<file path="src/rtl/pong_ball.sv">
// Ball engine for Pong: overlap detection against the paddles, per-frame motion, bounces and scoring.
// Optional BALL_SPEEDUP_EN: each paddle bounce raises horizontal speed up to MAXSPEED.
module pong_ball #(
    parameter int unsigned SCREEN_W     = 640,
    parameter int unsigned SCREEN_H     = 480,
    parameter int unsigned SIZE         = 8,
    parameter int unsigned XSPEED       = 2,
    parameter int unsigned YSPEED       = 1,
    parameter int unsigned MAXSPEED     = 6,
    parameter int unsigned SERVE_FRAMES = 60,
    parameter int unsigned WIN_SCORE    = 9
) (
    input  logic       clk,
    input  logic       rst,
    input  logic [9:0] x,
    input  logic [9:0] y,
    input  logic       frame,
    input  logic       hit_l,
    input  logic       hit_r,
    input  logic       serve,
    output logic [2:0] color,
    output logic       onball,
    output logic [3:0] score_l,
    output logic [3:0] score_r,
    output logic       game_over
);

    localparam int unsigned CNT_W = $clog2(SERVE_FRAMES + 1);
    localparam logic [9:0]  CX    = 10'(SCREEN_W / 2 - SIZE / 2);
    localparam logic [9:0]  CY    = 10'(SCREEN_H / 2 - SIZE / 2);
    localparam logic [2:0]  SPD0  = 3'(XSPEED);
    localparam logic [2:0]  SPDM  = 3'(MAXSPEED);
    localparam logic [3:0]  WIN   = 4'(WIN_SCORE);

`ifdef BALL_SPEEDUP_EN
    localparam bit SPEEDUP = 1'b1;
`else
    localparam bit SPEEDUP = 1'b0;
`endif

    typedef enum logic [1:0] {
        ST_SERVE,
        ST_PLAY,
        ST_OVER
    } state_t;

    state_t           state_q, state_d;
    logic [CNT_W-1:0] cnt_q, cnt_d;
    logic [9:0]       bx_q, bx_d;
    logic [9:0]       by_q, by_d;
    logic             dx_q, dx_d;
    logic             dy_q, dy_d;
    logic [2:0]       spd_q, spd_d;
    logic [3:0]       score_l_q, score_l_d;
    logic [3:0]       score_r_q, score_r_d;
    logic             hl_q, hl_d;
    logic             hr_q, hr_d;

    logic [10:0] x_w, y_w, bx_end, by_end;
    logic        hl_now, hr_now;
    logic        bounce_l, bounce_r, bounce;
    logic [2:0]  spd_bounce, spd_hit;
    logic        goal_l, goal_r;
    logic        wall_top, wall_bot;
    logic [3:0]  score_l_inc, score_r_inc;

    // Ball square test, 11-bit so the right/bottom edge never wraps
    assign x_w    = {1'b0, x};
    assign y_w    = {1'b0, y};
    assign bx_end = {1'b0, bx_q} + 11'(SIZE);
    assign by_end = {1'b0, by_q} + 11'(SIZE);

    assign onball    = (state_q != ST_OVER) && (x >= bx_q) && (x_w < bx_end)
                       && (y >= by_q) && (y_w < by_end);
    assign color     = onball ? 3'b111 : 3'b000;
    assign score_l   = score_l_q;
    assign score_r   = score_r_q;
    assign game_over = (state_q == ST_OVER);

    // The frame cycle's own overlap counts before the latches are cleared
    assign hl_now = hl_q | (onball & hit_l);
    assign hr_now = hr_q | (onball & hit_r);
    assign hl_d   = frame ? 1'b0 : hl_now;
    assign hr_d   = frame ? 1'b0 : hr_now;

    assign bounce_l = hl_now && !dx_q;
    assign bounce_r = hr_now && dx_q;
    assign bounce   = bounce_l || bounce_r;

    assign spd_bounce = (spd_q >= SPDM) ? SPDM : spd_q + 3'd1;
    assign spd_hit    = SPEEDUP ? spd_bounce : spd_q;

    assign goal_l = !dx_q && !bounce && (bx_q <= {7'b0, spd_q});
    assign goal_r = dx_q && !bounce
                    && (bx_end + {8'b0, spd_q} >= 11'(SCREEN_W));

    assign wall_top = !dy_q && (by_q <= 10'(YSPEED));
    assign wall_bot = dy_q && (by_end + 11'(YSPEED) >= 11'(SCREEN_H));

    assign score_l_inc = score_l_q + 4'd1;
    assign score_r_inc = score_r_q + 4'd1;

    always_comb begin
        state_d   = state_q;
        cnt_d     = cnt_q;
        bx_d      = bx_q;
        by_d      = by_q;
        dx_d      = dx_q;
        dy_d      = dy_q;
        spd_d     = spd_q;
        score_l_d = score_l_q;
        score_r_d = score_r_q;

        if (frame) begin
            case (state_q)
                ST_SERVE: begin
                    if (cnt_q <= CNT_W'(1)) begin
                        state_d = ST_PLAY;
                        cnt_d   = '0;
                        spd_d   = SPD0;
                    end else begin
                        cnt_d = cnt_q - CNT_W'(1);
                    end
                end

                ST_PLAY: begin
                    if (wall_top) begin
                        by_d = '0;
                        dy_d = 1'b1;
                    end else if (wall_bot) begin
                        by_d = 10'(SCREEN_H - SIZE);
                        dy_d = 1'b0;
                    end else begin
                        by_d = dy_q ? by_q + 10'(YSPEED) : by_q - 10'(YSPEED);
                    end

                    // A bounce moves the ball in the new direction within the same frame
                    if (bounce) begin
                        dx_d  = !dx_q;
                        spd_d = spd_hit;
                        bx_d  = dx_q ? bx_q - {7'b0, spd_hit} : bx_q + {7'b0, spd_hit};
                    end else if (goal_l || goal_r) begin
                        bx_d  = CX;
                        by_d  = CY;
                        spd_d = SPD0;
                        cnt_d = CNT_W'(SERVE_FRAMES);
                        if (goal_l) begin
                            score_r_d = score_r_inc;
                            dx_d      = 1'b1;
                            state_d   = (score_r_inc == WIN) ? ST_OVER : ST_SERVE;
                        end else begin
                            score_l_d = score_l_inc;
                            dx_d      = 1'b0;
                            state_d   = (score_l_inc == WIN) ? ST_OVER : ST_SERVE;
                        end
                    end else begin
                        bx_d = dx_q ? bx_q + {7'b0, spd_q} : bx_q - {7'b0, spd_q};
                    end
                end

                ST_OVER: begin
                    if (!serve) begin
                        score_l_d = '0;
                        score_r_d = '0;
                        dx_d      = 1'b1;
                        bx_d      = CX;
                        by_d      = CY;
                        spd_d     = SPD0;
                        cnt_d     = CNT_W'(SERVE_FRAMES);
                        state_d   = ST_SERVE;
                    end
                end

                default: state_d = ST_SERVE;
            endcase
        end
    end

    always_ff @(posedge clk) begin
        if (!rst) begin
            state_q   <= ST_SERVE;
            cnt_q     <= CNT_W'(SERVE_FRAMES);
            bx_q      <= CX;
            by_q      <= CY;
            dx_q      <= 1'b1;
            dy_q      <= 1'b1;
            spd_q     <= SPD0;
            score_l_q <= '0;
            score_r_q <= '0;
            hl_q      <= 1'b0;
            hr_q      <= 1'b0;
        end else begin
            state_q   <= state_d;
            cnt_q     <= cnt_d;
            bx_q      <= bx_d;
            by_q      <= by_d;
            dx_q      <= dx_d;
            dy_q      <= dy_d;
            spd_q     <= spd_d;
            score_l_q <= score_l_d;
            score_r_q <= score_r_d;
            hl_q      <= hl_d;
            hr_q      <= hr_d;
        end
    end

endmodule
</file>
<file path="config.mk">
export PLATFORM = sky130hd
export DESIGN_NAME = pong_ball
export DESIGN_NICKNAME = d
export VERILOG_FILES = /design/src/rtl/pong_ball.sv
export SDC_FILE = /design/constraint.sdc
export NUM_CORES = 1
export LEC_CHECK = 0
export BUFFER_PORTS_ARGS = -buffer_cell sky130_fd_sc_hd__buf_2
export CELL_PAD_IN_SITES_DETAIL_PLACEMENT = 0
export CELL_PAD_IN_SITES_GLOBAL_PLACEMENT = 1
export CORE_MARGIN = 1.5
export CORE_UTILIZATION = 25
export DETAILED_ROUTE_END_ITERATION = 10
export PLACE_DENSITY_LB_ADDON = 0.1
export SLEW_MARGIN = 10
export SYNTH_ARGS = -nofsm -noshare
export SYNTH_HDL_FRONTEND = slang
export SYNTH_SLANG_ARGS = --single-unit
</file>
<file path="constraint.sdc">
create_clock -name clk -period 5.6 [get_ports clk]
set_clock_uncertainty 0.2 [all_clocks]
set_input_delay 1.4 -clock clk [delete_from_list [all_inputs] [get_ports clk]]
set_output_delay 1.4 -clock clk [all_outputs]
set_load 0.005 [all_outputs]
</file>
# Word level (Yosys, flattened, before mapping)
# Index checks and enable logic that the tools add are counted.
dict set report classes {
  n_addsub 11
  n_lt_le_gt_ge 9
  eq_ne 12
  n_mux 48
  bitwise_logic 5
  reduce_logical 30
}
# op count
set op_table {}
lappend op_table {{$mux W10} 11}
lappend op_table {{$pmux W10 S2} 2}
lappend op_table {{$mux W4} 7}
lappend op_table {{$mux W6} 4}
lappend op_table {{$add A10 B4 Y11 const B} 2}
lappend op_table {{$lt A10 B11 Y1} 2}
lappend op_table {{$ge A10 B10 Y1} 2}
lappend op_table {{$pmux W6 S3} 1}
lappend op_table {{$reduce_and A6 Y1} 3}
lappend op_table {{$pmux W4 S2} 2}
lappend op_table {{$mux W3} 5}
lappend op_table {{$mux W2} 7}
lappend op_table {{$ne A2 B2 Y1 const B} 7}
lappend op_table {{$logic_and A1 B1 Y1} 12}
lappend op_table {{$add A11 B1 Y11 const B} 1}
lappend op_table {{$add A11 B3 Y11} 1}
lappend op_table {{$ge A11 B10 Y1 const B} 1}
lappend op_table {{$ge A11 B9 Y1 const B} 1}
lappend op_table {{$add A10 B1 Y10 const B} 1}
lappend op_table {{$add A10 B3 Y10} 1}
lappend op_table {{$le A10 B1 Y1 const B} 1}
lappend op_table {{$le A10 B3 Y1} 1}
lappend op_table {{$reduce_and A5 Y1} 2}
lappend op_table {{$sub A10 B1 Y10 const B} 1}
lappend op_table {{other kinds (23)} 37}
dict set report totals {
  regBits 43
  input_bits 26
  output_inout_bits 13
}

# Logic depth before layout (Yosys ltp)
# Gate-level depths: netlist of the first run.
dict set report depth {
  ltp_word 16
  depth_mapped 15
}

# Worst setup path before layout of the first run
# OpenSTA, ideal clock, no wires.
dict set report synth_timing {
  path_kind {input to output}
  startpoint {in x[1]}
  endpoint {out color[0]}
  arrival_time_ps 3300
  t_required_ps 4000
  setup_slack_ps 700
  stages 9
  n_path_buf 2
  cell_sequence {ha_1 > o21ai_0 > nand2b_1 > a221o_1 > o2111ai_1 > and2_4 > buf_8 > nor4b_1 > buf_4}
}
dict set report synth_between {
  elab_chain_cells 6
  word_cells_on_any_way 7
}
# item line
set synth_rtl {}
lappend synth_rtl {{start, declared} 15} ;# input logic [9:0] x,
lappend synth_rtl {{$ge A10 B10 Y1} 73} ;# assign onball = (state_q != ST_OVER) && (x >= bx_q) && (x_w < bx_end)
lappend synth_rtl {{$logic_and A1 B1 Y1} 73}
lappend synth_rtl {{$logic_and A1 B1 Y1 *} 73}
lappend synth_rtl {{$logic_and A1 B1 Y1 * (2 in a row)} 74} ;# && (y >= by_q) && (y_w < by_end);
lappend synth_rtl {{net onball} 22} ;# output logic onball,
lappend synth_rtl {{$mux W3 *} 75} ;# assign color = onball ? 3'b111 : 3'b000;
lappend synth_rtl {{end, declared} 21} ;# output logic [2:0] color,
# Mark *: on every way through the listed nets, which the timed path passes. The rest lies on a longest branch.

# Worst setup path after layout of the first run
dict set report layout_timing {
  startpoint {in x[1]}
  endpoint {out onball}
}
dict set report layout_between {
  elab_chain_cells 5
  word_cells_on_any_way 6
}
# item line
set layout_rtl {}
lappend layout_rtl {{$ge A10 B10 Y1} 73}
lappend layout_rtl {{$logic_and A1 B1 Y1} 73}
lappend layout_rtl {{$logic_and A1 B1 Y1 *} 73}
lappend layout_rtl {{$logic_and A1 B1 Y1 * (2 in a row)} 74}
lappend layout_rtl {{end, declared} 22}
# Every way passes the cells marked *; elsewhere a longest branch is shown, timed or not.

==> impl_metrics.ini, run 1 <==
[outcome]
status = completed

[power_and_ir_drop]
power_mw = 0.816
ir_worst_vdd_mv = 0.105
leakagePower_nw = 1.86
powerDensity_mw_per_mm2 = 175

[logic_synthesis]
ys_seq_elements = 39
synth_cells = 529
synth_top_cell_by_area = dfxtp_1
yosysMostFrequentCell = ha_1
synth_edf_count = 0
synth_cell_types = 84
ys_top_cells_by_count = ha_1 (52), nand2_1 (40), dfxtp_1 (39)
synth_top_area_frac = 0.189
synthTopCellsByArea = dfxtp_1 (19%), ha_1 (16%), o21ai_0 (4.2%), nand2_1 (3.6%), nand3_1 (3.5%)
yosysSeqAreaShare = 0.189
ys.flop_type = dfxtp_1
async_reset_ff_frac = 0
synth.avg_cell_area_sq_um = 7.81
syn-cell-area_sq_mm = 0.00413
synth_nets = 607
yosys_warnings = 0

[sta]
max_slew.worst_pin.slew_ps = 1130
finalSetupTns_ps = 0
hold_viol = 0
fmax_mhz = 198
fin_hold_ws_ps = 305
setup_violations = 0
fin_crit_sh = 0.904
maxSlewViolCount = 0
max-slew-margin-rel = 0.226
layout_min_cycle_time_ps = 5060
rsz0062_at_grt = false

[cells_and_area]
syn2layout_area_growth_pct = 12.9
insertedDiodeCount = 0
drive_gt1_frac = 0.138
layout.nets = 628
stdcell_count = 767
final_cell_area_sq_mm = 0.00467

[cts]
max-clock-path-buffers = 2
cts_max_level = 2
cts_made_buffers = 5
cts_resized = 0
postCtsSetupBuffers = 0
clkLatencyLatePin_ps = 290
cts-root-buf = clkbuf_16
cts.sinks = 39
path_clk_slew_ps = 60
cts_tree = yes
ctsHoldBuffers = 0

[hold_path]
worstHoldStart = cnt_q[1]$_SDFFE_PN0P_
min_to = cnt_q[1]$_SDFFE_PN0P_
hp-class = reg2reg
min_path_cells = 2

[critical_path]
slowest_stage = nor4b_1
start_kind = input pin
ff2ff_setup_slack_ps = 1420
crit_arrival_ps = 3460
cp_top_family = simple AND/OR/NAND/NOR gates
end_kind = output pin
setup.worst_path.class = in2out
reg2reg_depth = 12
path_buf_inv = 2
r2r_start = by_q[3]$_SDFFE_PN1P_
path_max_fanout = 10
worstPathCellList = buf_2 -> ha_1 -> o21ai_0 -> nand2b_1 -> a221o_1 -> o2111ai_1 -> and2_4 -> nor4b_1 -> buf_2
required_ps = 4000
path_common_cell = buf_2
r2r_end = bx_q[3]$_SDFFE_PN1P_
slowest_delay_ps = 470

[place]
placed_cell_area_sq_mm = 0.00448
dpl.cell_count = 759
dp_hpwl_mm = 9.98
port_buffers = 37
finalWeightedCongestion = 0.799

[drt]
m1WireLength_mm = 6.82
detail_route.wl_per_cell_um = 16.8
vias = 4007
drtAntennaViolNets = 0
highest_layer = met4
dr_wl_met3_um = 418
drt_iter0_drc = 204
totalWireLength_mm = 12.9
viasPerCell = 5.22
dr.pass1.iters = 4
drc = 0
routed-wl-met2_mm = 5.51

[global_routing]
grt_usage = 0.149
grt_pass1_wl_mm = 21.0
grt_max_degree = 40
antenna_found_initial = 0
overflow = 0
first_global_vias = 3897

[floorplanning]
dieArea_sq_mm = 0.0173
initial_core_util = 0.258
die_width_um = 132
rows = 46
core_sq_mm = 0.0160
die_y_um = 132
io_pins = 39

[job]
max-cap-violations = 0
==> cell families after synthesis <==
group,Yosys count,share of synthesized area
multiplexers,7,0.0188
buffers and inverters,64,0.0687
flip-flops,39,0.189
XOR/XNOR,15,0.0318
adder cells (fa/ha/maj),52,0.157
AO/OA/AOI/OAI,158,0.284
AND/OR/NAND/NOR,194,0.250
==> cells in the final DEF (no fill, tap or decap), types with 5 or more instances in the layout <==
cell and instances:
and3_1 6, a31oi_1 11, nand2b_1 6, a2111oi_0 5, o22ai_1 5, nor4_1 5, xnor2_1 12, inv_1 35
clkbuf_16 5, buf_2 37, nand3_1 29, dfxtp_1 39, o21ai_0 35, o221ai_1 5, o31ai_1 8, and2_1 10
o211ai_1 10, ha_1 52, nor3_1 20, nand2_1 40, nor2_1 34, a211oi_1 6, a21oi_1 15, buf_4 5
nand4_1 9
==> state kept, by name, summed over array words and instances, names as in the netlist <==
signal   cells
hr_q         1
cnt_q        6
by_q        10
bx_q         9
hl_q         1
state_q      2
score_l      4
dy_q         1
dx_q         1
score_r      4
==> layout make-up <==
type / count / area (sq um)
Fill cell: 1787 / 11300
Multi-Input combinational cell: 426 / 3070
Sequential cell: 39 / 781
Tap cell: 216 / 270
Timing Repair Buffer: 42 / 223
Inverter: 36 / 135
Clock buffer: 6 / 129
Clock inverter: 2 / 60.1
==> routing by layer <==
layer,vias up,track usage
met5,-,0
met2,75,0.229
met3,9,0.0189
li1,2042,-
met1,1881,0.220
met4,0,0.0352
==> worst min-delay path, cell delays in order (launching register included) <==
cell and delay (ps):
dfxtp_1 330, nand3_1 60, o21ai_0 70
==> power breakdown <==
| group | switching [mW] | internal, mW | total, mW |
|---|---|---|---|
| logic | 0.0824 | 0.0563 | 0.139 |
| clock network | 0.128 | 0.256 | 0.384 |
| registers | 0.00995 | 0.284 | 0.294 |
==> metrics by stage <==
step                worst slack, ps  utilization
floorplan                       700            -
global placement                606        0.280
detailed placement              524        0.280
CTS                             512        0.292
global route                    235        0.292
finish                          538        0.292
==> worst max path at each step <==
| stage | start | slack, ps | depth (start not counted) | end |
|---|---|---|---|---|
| final | x[1] | 540 | 9 | onball |
| after floorplan | x[1] | 700 | 9 | color[0] |
| after detailed placement | x[1] | 520 | 9 | onball |
| after global placement | x[1] | 610 | 9 | onball |
| after CTS | x[1] | 510 | 9 | onball |
| after global routing | bx_q[3]$_SDFFE_PN1P_ | 240 | 11 | onball |
(Power assumes the default switching activity.)
==> run 2, diff against run 1 <==
--- a/config.mk
+++ b/config.mk
@@ -10,6 +10,7 @@
 export CELL_PAD_IN_SITES_GLOBAL_PLACEMENT = 1
 export CORE_MARGIN = 1.5
 export CORE_UTILIZATION = 25
+export CTS_BUF_LIST = sky130_fd_sc_hd__clkbuf_8
 export DETAILED_ROUTE_END_ITERATION = 10
 export PLACE_DENSITY_LB_ADDON = 0.1
 export SLEW_MARGIN = 10
==> run 2 against run 1 <==
  * Sequential share of layout area rose by 0.20 points
  * Via count fell by 0.12%
  * Register-to-register slack improved by 20 ps
  * Clock power fell by 23%
  * Global-route usage fell by 0.057 points
  * Die area did not move
  * Critical path depth did not move
  * Design area fell by 1.2%
  * Critical path type unchanged
  * First-iteration DRC count rose by 16%
  * Final cell count did not move
  * Highest routed layer unchanged
==> impl_metrics.ini, run 2 (synthesis results as in run 1) <==
[outcome]
status = completed

[global_routing]
grt_max_degree = 40
grt.busiest_layer = met2
overflow = 0
first_global_vias = 3898
use_met3 = 0.0177
antenna_found_initial = 0
met2_usage = 0.228
grt_pass1_wl_mm = 21.0
grt_use_met1 = 0.221
grt_usage = 0.149

[critical_path]
crit_arrival_ps = 3460
end_kind = output pin
required_ps = 4000
ff2ff_setup_slack_ps = 1440
worstPathCellList = buf_2 -> ha_1 -> o21ai_0 -> nand2b_1 -> a221o_1 -> o2111ai_1 -> and2_4 -> nor4b_1 -> buf_2
path_max_fanout = 10
r2r_end = bx_q[3]$_SDFFE_PN1P_
setup.worst_path.class = in2out
cp-endpoint = onball
r2r_start = by_q[3]$_SDFFE_PN1P_
path_common_cell = buf_2
start_kind = input pin
reg2reg_depth = 12
cp-startpoint = x[1]
slowest_delay_ps = 470
slowest_stage = nor4b_1

[cells_and_area]
final_cell_mix = ha_1 (52), nand2_1 (40), dfxtp_1 (39)
insertedDiodeCount = 0
final_cell_area_sq_mm = 0.00461
final_common_cell = ha_1
fin_util = 0.288
n_fill_cell = 1796
drive_gt1_frac = 0.138
stdcell_count = 767
largest_reg_flops = 10
syn2layout_area_growth_pct = 11.5
layout.nets = 628
regMostFlops = by_q
largestRegisters = by_q (10), bx_q (9), cnt_q (6)

[cts]
path_clk_slew_ps = 90
max-clock-path-buffers = 2
clkLatencyLatePin_ps = 310
cts-root-buf = clkbuf_8
postCtsSetupBuffers = 0
cts_made_buffers = 5
cts_max_level = 2
cts.sinks = 39
ctsHoldBuffers = 0
cts_tree = yes
cts_resized = 0

[drt]
totalWireLength_mm = 12.8
drt_iter0_drc = 236
vias = 4002
detail_route.wl_per_cell_um = 16.7
drc = 0
drtAntennaViolNets = 0
viasPerCell = 5.22
dr.pass1.iters = 4

[place]
finalWeightedCongestion = 0.799
dp_hpwl_mm = 9.98
placed_cell_area_sq_mm = 0.00448
dpl.cell_count = 759
port_buffers = 37

[floorplanning]
die_y_um = 132
initial_core_util = 0.258
io_pins = 39
core_sq_mm = 0.0160
dieArea_sq_mm = 0.0173
die_width_um = 132
rows = 46

[sta]
setup_violations = 0
rsz0062_at_grt = false
maxSlewViolCount = 0
fmax_mhz = 197
hold_viol = 0
max-slew-margin-rel = 0.243
max_slew.worst_pin.slew_ps = 1110
finalSetupTns_ps = 0
layout_min_cycle_time_ps = 5060
fin_crit_sh = 0.904

[power_and_ir_drop]
p_sw_frac = 0.289
p_switching_mw = 0.210
leakagePower_nw = 1.84
clockPowerShare = 0.404
ir_worst_vdd_mv = 0.0829
pwr-share-comb = 0.191
internal_power_mw = 0.516
powerDensity_mw_per_mm2 = 158
seq_power_share = 0.404

[job]
max-cap-violations = 0

[hold_path]
hp-class = reg2reg
[run 2: power by group through the flow]
stage	sequential, mW	clock [mW]	combinational (mW)
after floorplan	0.294	0	0.107
after global routing	0.295	0.314	0.159
after global placement	0.300	0	0.140
final	0.294	0.294	0.139
after detailed placement	0.300	0	0.141
after CTS	0.293	0.303	0.142
[run 2: worst max-delay path: cells and delay by family]
kind / cells / cell delay [ps]
adder cells (fa/ha/maj): 1 / 270
buffers and inverters: 2 / 310
AND/OR/NAND/NOR: 3 / 820
AO/OA/AOI/OAI: 3 / 650
[run 2: per-stage QoR]
step / hold WS (ps) / power, mW / setup slack, ps
after floorplan: 263 / 0.401 / 700
after global placement: 283 / 0.440 / 606
after detailed placement: 295 / 0.441 / 524
after CTS: 305 / 0.738 / 496
after global routing: 325 / 0.769 / 208
final: 309 / 0.726 / 535
[run 2: worst min-delay path by stage]
stage          slack, ps                    start  depth (start not counted)                 endpoint
6_report             310    cnt_q[1]$_SDFFE_PN0P_                          2    cnt_q[1]$_SDFFE_PN0P_
4_1_cts              310  score_l[3]$_SDFFE_PN0P_                          1  score_l[3]$_SDFFE_PN0P_
5_1_grt              320  score_l[3]$_SDFFE_PN0P_                          1  score_l[3]$_SDFFE_PN0P_
2_1_floorplan        260    cnt_q[1]$_SDFFE_PN0P_                          2    cnt_q[1]$_SDFFE_PN0P_
3_5_place_dp         290  score_l[3]$_SDFFE_PN0P_                          1  score_l[3]$_SDFFE_PN0P_
3_3_place_gp         280    cnt_q[1]$_SDFFE_PN0P_                          2    cnt_q[1]$_SDFFE_PN0P_
[run 2: cell type report]
type | instances | area, sq um | share of cell area
timing repair buffer | 42 | 223 | 0.0483
sequential | 39 | 781 | 0.169
clock inverter | 3 | 63.8 | 0.0138
inverter | 36 | 135 | 0.0293
multi-input combinational | 426 | 3070 | 0.666
tap | 216 | 270 | 0.0586
clock buffer | 5 | 68.8 | 0.0149
[run 2: metal layers]
layer  routed length, um  part of all wire  vias to the layer above
met5                   0                 0                        -
met4                 125            0.0097                        0
met3                 440             0.034                        8
met2                5480              0.43                       85
met1                6770              0.53                     1864
li1                    -                 -                     2045
